===== src/rtl/b1_dec_seq.sv =====
// Sequenced 4-to-16 one-hot decoder: holds each accepted code for HOLD cycles, then one idle gap cycle.
// Optional even-parity check on the accepted code when B1_DEC_PARITY_EN is defined.
module b1_dec_seq #(
    parameter int HOLD = 4,
    parameter int CW   = 8
) (
    input  logic        clk,
    input  logic        rst,
    input  logic [3:0]  binary_in,
    input  logic        in_valid,
    output logic        in_ready,
    input  logic        enable,
    output logic [15:0] dec_out,
    output logic        out_valid,
    output logic        busy,
    output logic        done
`ifdef B1_DEC_PARITY_EN
    ,
    input  logic        parity_in,
    output logic        par_err
`endif
);

    typedef enum logic [1:0] {S_IDLE, S_HOLD, S_GAP} state_t;

    localparam logic [CW-1:0] CNT_LOAD = CW'(HOLD - 1);

    state_t        state, state_n;
    logic [CW-1:0] cnt, cnt_n;
    logic [15:0]   dec_n;
    logic          ov_n;
    logic          accept;
    logic          code_ok;
    logic          perr_q, perr_n;

    assign in_ready = (state == S_IDLE) && !rst;
    assign accept   = in_valid && in_ready;
    assign busy     = (state != S_IDLE);
    assign done     = (state == S_GAP);

`ifdef B1_DEC_PARITY_EN
    assign code_ok  = ~^{binary_in, parity_in};
    assign par_err  = perr_q;
`else
    assign code_ok  = 1'b1;
`endif

    // A rejected code is remembered for exactly the GAP cycle that follows it.
    assign perr_n = accept && !code_ok;

    always_comb begin
        state_n = state;
        cnt_n   = cnt;
        dec_n   = dec_out;
        ov_n    = out_valid;
        case (state)
            S_IDLE: begin
                dec_n = 16'h0000;
                ov_n  = 1'b0;
                if (accept) begin
                    if (enable && code_ok) begin
                        state_n = S_HOLD;
                        dec_n   = 16'h0001 << binary_in;
                        ov_n    = 1'b1;
                        cnt_n   = CNT_LOAD;
                    end else begin
                        state_n = S_GAP;
                    end
                end
            end
            S_HOLD: begin
                // Dropping enable aborts the hold early but still passes through GAP.
                if (!enable || cnt == '0) begin
                    state_n = S_GAP;
                    dec_n   = 16'h0000;
                    ov_n    = 1'b0;
                end else begin
                    cnt_n = cnt - CW'(1);
                end
            end
            S_GAP: begin
                state_n = S_IDLE;
                dec_n   = 16'h0000;
                ov_n    = 1'b0;
            end
            default: begin
                state_n = S_IDLE;
                dec_n   = 16'h0000;
                ov_n    = 1'b0;
            end
        endcase
    end

    always_ff @(posedge clk) begin
        if (rst) begin
            state     <= S_IDLE;
            cnt       <= '0;
            dec_out   <= 16'h0000;
            out_valid <= 1'b0;
            perr_q    <= 1'b0;
        end else begin
            state     <= state_n;
            cnt       <= cnt_n;
            dec_out   <= dec_n;
            out_valid <= ov_n;
            perr_q    <= perr_n;
        end
    end

endmodule


===== config.mk =====
export PLATFORM = sky130hd
export DESIGN_NAME = b1_dec_seq
export DESIGN_NICKNAME = d
export VERILOG_FILES = /design/src/rtl/b1_dec_seq.sv
export SDC_FILE = /design/constraint.sdc
export NUM_CORES = 1
export LEC_CHECK = 0
export CORE_ASPECT_RATIO = 1.75
export CORE_MARGIN = 4
export CORE_UTILIZATION = 50
export CTS_BUF_LIST = sky130_fd_sc_hd__clkbuf_2 sky130_fd_sc_hd__clkbuf_4 sky130_fd_sc_hd__clkbuf_8
export DETAILED_ROUTE_END_ITERATION = 10
export GPL_TIMING_DRIVEN = 0
export HOLD_SLACK_MARGIN = 0.15
export PLACE_DENSITY = 0.81
export SLEW_MARGIN = 15
export SYNTH_ARGS = -nofsm -noshare
export SYNTH_HDL_FRONTEND = slang
export SYNTH_SLANG_ARGS = --single-unit

===== constraint.sdc =====
create_clock -name clk -period 2.21 [get_ports clk]
set_input_delay 0.221 -clock clk [delete_from_list [all_inputs] [get_ports clk]]
set_output_delay 0.221 -clock clk [all_outputs]
set_load 0.05 [all_outputs]

; After elaboration in Yosys (flattened, before gate mapping)
; Cells that the tools add are included.
[totals]
ff_bits = 27
input_bits = 8
out_inout_bits = 20
wordCells = 39
[classes]
addsub = 1
eq_ne = 6
shifts = 1
muxes = 16
n_reduce_logical = 11
[ops]
columns = cell, n
row1 = $mux W16, 3
row2 = $pmux W16 S2, 1
row3 = $mux W8, 3
row4 = $pmux W8 S2, 1
row5 = $shl A1 B4 Y16 const A, 1
row6 = $logic_not A8 Y1, 1
row7 = $ne A2 B2 Y1 const B, 4
row8 = $sub A8 B1 Y8 const B, 1
row9 = $mux W2, 3
row10 = $pmux W2 S2, 1
row11 = $reduce_and A4 Y1, 1
row12 = $reduce_bool A2 Y1, 2
row13 = $mux W1, 3
row14 = $eq A2 B1 Y1 const B, 1
row15 = $eq A2 B2 Y1 const B, 1
row16 = $logic_and A1 B1 Y1, 2
row17 = $logic_not A1 Y1, 2
row18 = $logic_not A2 Y1, 1
row19 = $pmux W1 S2, 1
row20 = $reduce_and A2 Y1, 1
row21 = $logic_or A1 B1 Y1, 1

; Depth between registers and ports, before layout
[depth]
depth_word = 5
depth_mapped = 8

; Worst setup path after synthesis
; OpenSTA, ideal clock, no wires.
[synth_path]
path_type = reg2reg
start = reg state[0]
end = reg dec_out[12]
setup_time_ns = 0.059
t_arrival_ns = 2.469
t_required_ns = 2.151
path_slack_ns = -0.317
stages_incl_launch_ff = 5
n_path_buf = 0
period_less_slack_ns = 2.527
cell_sequence = dfxtp_1 nor3_1 nand3_1 nor3b_1 a22o_2
[synth_via]
elab_chain_cells = 5
elab_cells_between_ends = 7
classes_between = eq/ne: 2 / mux: 2 / reduce/logical: 3
[synth_rtl]
columns = item, line_no
row1 = start: declaration, 28  ; state_t state, state_n;
row2 = start signal: assignment, 102  ; state <= state_n;
row3 = $logic_not A2 Y1, 36  ; assign in_ready = (state == S_IDLE) && !rst;
row4 = $logic_and A1 B1 Y1, 36
row5 = via in_ready, 11  ; output logic in_ready,
row6 = $logic_and A1 B1 Y1, 37  ; assign accept = in_valid && in_ready;
row7 = $mux W16, 60  ; if (accept) begin
row8 = $pmux W16 S2, 56  ; case (state)
row9 = end signal: assignment, 104  ; dec_out <= dec_n;
row10 = end: declaration, 13  ; output logic [15:0] dec_out,
; The timed path passes the listed nets, and every way through them passes these cells.
; A chain may end at the register's enable or synchronous reset.

; Worst setup path after layout
[layout_path]
start = reg cnt[0]
end = reg dec_out[9]
[layout_via]
elab_chain_cells = 3
[layout_rtl]
columns = item, line_no
row1 = start: declaration, 29  ; logic [CW-1:0] cnt, cnt_n;
row2 = start signal: assignment, 103  ; cnt <= cnt_n;
row3 = $logic_not A8 Y1, 73  ; if (!enable || cnt == '0) begin
row4 = $logic_or A1 B1 Y1, 73
row5 = $ne A2 B2 Y1 (no line), n/a
; No other way between the ends.

==> Implementation_results.wiki <==
{| class="wikitable"
! Metric !! Value
|-
| Setup TNS || 0 ns
|-
| Hold Vio Cnt, Final || 0
|-
| Critical path cell sequence || inv_2 -> ha_1 -> or4b_4 -> o21a_4 -> and2_4 -> buf_6 -> buf_8 -> a22o_1
|-
| Count of flip-flops with a built-in enable after synthesis || 0
|-
| Final Routed Wirelength || 2.56 mm
|-
| Number of post-CTS setup repair buffers || 0
|-
| Area growth from synthesis to final layout || 29.4%
|-
| Clock slew at the register clock pins of the worst setup and hold paths || 0.14 ns
|-
| FF+latch count, synth || 27
|-
| Synthesized instance count || 115
|-
| Number of non-filler instances in the completed layout || 170
|-
| Cell Area, Synth || 1140 um^2
|-
| Routed Antenna Nets || 0
|-
| DIE AREA || 3140 um^2
|-
| Chip height || 71.2 um
|-
| Pin count of the biggest net entering global routing || 17
|-
| Maximum resistive drop on vdd || 395 uV
|-
| Global route overflow || 0
|-
| Period utilization || 95.6%
|-
| 1st-iter DRT viols || 33
|-
| Number of CTS-inserted buffers || 3
|-
| Max-Cap Viols || 0
|-
| Routed via count divided by cell count || 5.85
|-
| Critical path peak fanout || 10
|-
| Core region area || 2150 um^2
|-
| Fraction of post-synthesis cell area in the top cell type by area || 47.3%
|-
| Power per unit of standard cell area || 552 nW/um^2
|-
| Number of nets in the final layout || 157
|-
| Slowest stage cell on the critical path || or4b_4
|-
| Unrepaired setup endpoints after global routing || no
|-
| Proportion of synthesized chip area in sequential cells || 47.3%
|-
| Final Max Tran Viols || 0
|-
| Std cell rows || 22
|-
| Most frequent cell after synthesis || dfxtp_1
|-
| Count of vias placed by the detailed router || 995
|-
| Mean instance size in the synthesized netlist || 9.93 um^2
|-
| Starting utilization of the core area || 53.2%
|-
| Post-detailed-placement half-perimeter wirelength || 2.03 mm
|-
| Global-route wire length before repair || 4.37 mm
|-
| Required time worst endpoint || 2.45 ns
|-
| Clk sinks || 27
|-
| RD Place Congestion || 0.925
|-
| Clock tree from TritonCTS || done
|-
| CP arrival || 2.36 ns
|-
| Highest Clock Rate || 0.473 GHz
|-
| Setup clock skew after layout || 0.00437 ns
|-
| Critical path start-end classification || reg2reg
|-
| Number of placed cells counting well taps || 166
|-
| Wire length per cell after detailed routing || 15.0 um
|-
| Most used standard cells in the synthesized netlist || dfxtp_1, inv_1, nor2_1
|-
| Syn nets || 125
|-
| Count of port buffers added during placement || 27
|-
| Layout cells sized above 1 || 14.4%
|-
| Total setup violations reported at the end of the flow || 0
|-
| Post-layout total power || 0.000816 W
|-
| Number of unique standard cell types used by synthesis || 35
|-
| DRC || 0
|-
| Cts repair resizes || 0
|-
| Min Clock Period, post-route || 2.11 ns
|-
| Fraction of registers with async set/reset || 0%
|-
| Standby leakage power || 0.560 nW
|-
| X dimension of the die || 44.1 um
|-
| Transition time at the pin with the least slew margin || 0.626 ns
|-
| Total inserted antenna cells || 0
|-
| Skew-Pair Late Insertion Delay || 0.33 ns
|-
| Category of the worst setup path launch point || flip-flop
|-
| Vias in the first global route || 975
|-
| Master cell of the clock root buffer || clkbuf_4
|-
| Quantity of hold-fixing buffers added after cts || 0
|-
| Commonest register cell after synthesis || dfxtp_1
|-
| Largest stage delay, worst path || 0.50 ns
|-
| Final cell utilization of the core || 68.8%
|-
| Number of levels in the clock H-tree || 1
|-
| Cell type with the highest aggregate area in the netlist || dfxtp_1
|-
| Endpoint kind of the worst setup timing path || flip-flop
|-
| Boundary pin count || 28
|-
| Top cells by area, synth || dfxtp_1, a22o_2, a22o_1
|-
| Syn. warnings || 0
|-
| # fillers || 187
|-
| Clock Path Buffers || 2
|-
| GRT Total Usage || 18.2%
|-
| Outcome || completed
|-
| Max-Slew Margin vs Limit || 58.2%
|-
| Worst hold-check path type || reg2reg
|-
| Pre-antenna DRT Iters || 4
|-
| Initial antenna violation count || 0
|}
[power by group]
part	leakage (nW)	total, W	switching (W)	internal (W)
Combinational	0.328	0.000102	0.0000613	0.0000408
Sequential	0.218	0.000498	0.00000568	0.000493
Clock	0.0139	0.000215	0.000146	0.0000694
[metrics by stage]
step	worst slack (ns)	hold WS (ns)	cell area, um^2
floorplan	0.190	0.417	1150
global placement	0.0903	0.450	1450
detailed placement	0.0644	0.457	1450
CTS	0.0489	0.483	1480
global route	0.0117	0.490	1480
finish	0.0962	0.477	1480
[layer usage]
layer  up-vias  global-route usage [%]  part of all wire [%]
met5         -                       0                     0
li1        486                       -                     -
met3        14                    3.77                   6.8
met2        41                    31.5                    52
met1       454                    19.3                    37
met4         0                    11.1                   4.0
[critical path, delay by kind of cell, from the launching register on]
family	cells	cell delay, ns
DFF	1	0.37
AOI/OAI and AO/OA	2	0.49
and+or+nand+nor	2	0.66
buffers and inverters	3	0.36
adders and majority gates	1	0.16
[sequential cells by signal (all words and copies together) (netlist names)]
signal     flops
cnt            8
out_valid      1
state          2
dec_out       16
[worst paths after layout]
kind | cells after the start | endpoint | slack (ns) | start
setup / recovery | 8 | dec_out[9]$_SDFFE_PP0P_ | 0.1 | cnt[0]$_SDFFE_PP0P_
hold reg to reg | 1 | dec_out[10]$_SDFFE_PP0P_ | 0.48 | dec_out[10]$_SDFFE_PP0P_
setup reg to reg | 8 | dec_out[9]$_SDFFE_PP0P_ | 0.1 | cnt[0]$_SDFFE_PP0P_
hold / removal | 1 | dec_out[10]$_SDFFE_PP0P_ | 0.48 | dec_out[10]$_SDFFE_PP0P_
[cell usage in the layout, fill, tap and decap left out, types with 2 or more instances in the layout]
master and count:
nand4_1 2, nor3b_1 4, clkdlybuf4s50_1 27, nor2_1 8, nand2_1 4, inv_1 9
a22o_2 7, ha_1 2, o2bb2ai_1 4, nor3_1 5, dfxtp_1 27, nand3_1 3
o2111ai_1 2, a21oi_1 5, or3_1 2, nor2b_1 2, xor2_1 3, and3_1 2
clkbuf_4 3, a22o_1 5
[logic make-up after synthesis]
family	synth area share [%]
compound gates	23.5
xor+xnor	2.30
fa+ha+maj	2.19
buf+inv	5.91
flops	47.3
simple gates	18.7
[cell type report]
type / instances / area, um^2 / area share (%)
clock buffer: 3 / 22.5 / 1.52
buffer: 3 / 30.0 / 2.03
clock inverter: 1 / 7.51 / 0.508
tap: 24 / 30.0 / 2.03
inverter: 10 / 37.5 / 2.54
multi-input combinational: 75 / 539 / 36.5
timing repair buffer: 27 / 270 / 18.3
sequential: 27 / 541 / 36.6
Power figures use the tool's default switching activity.
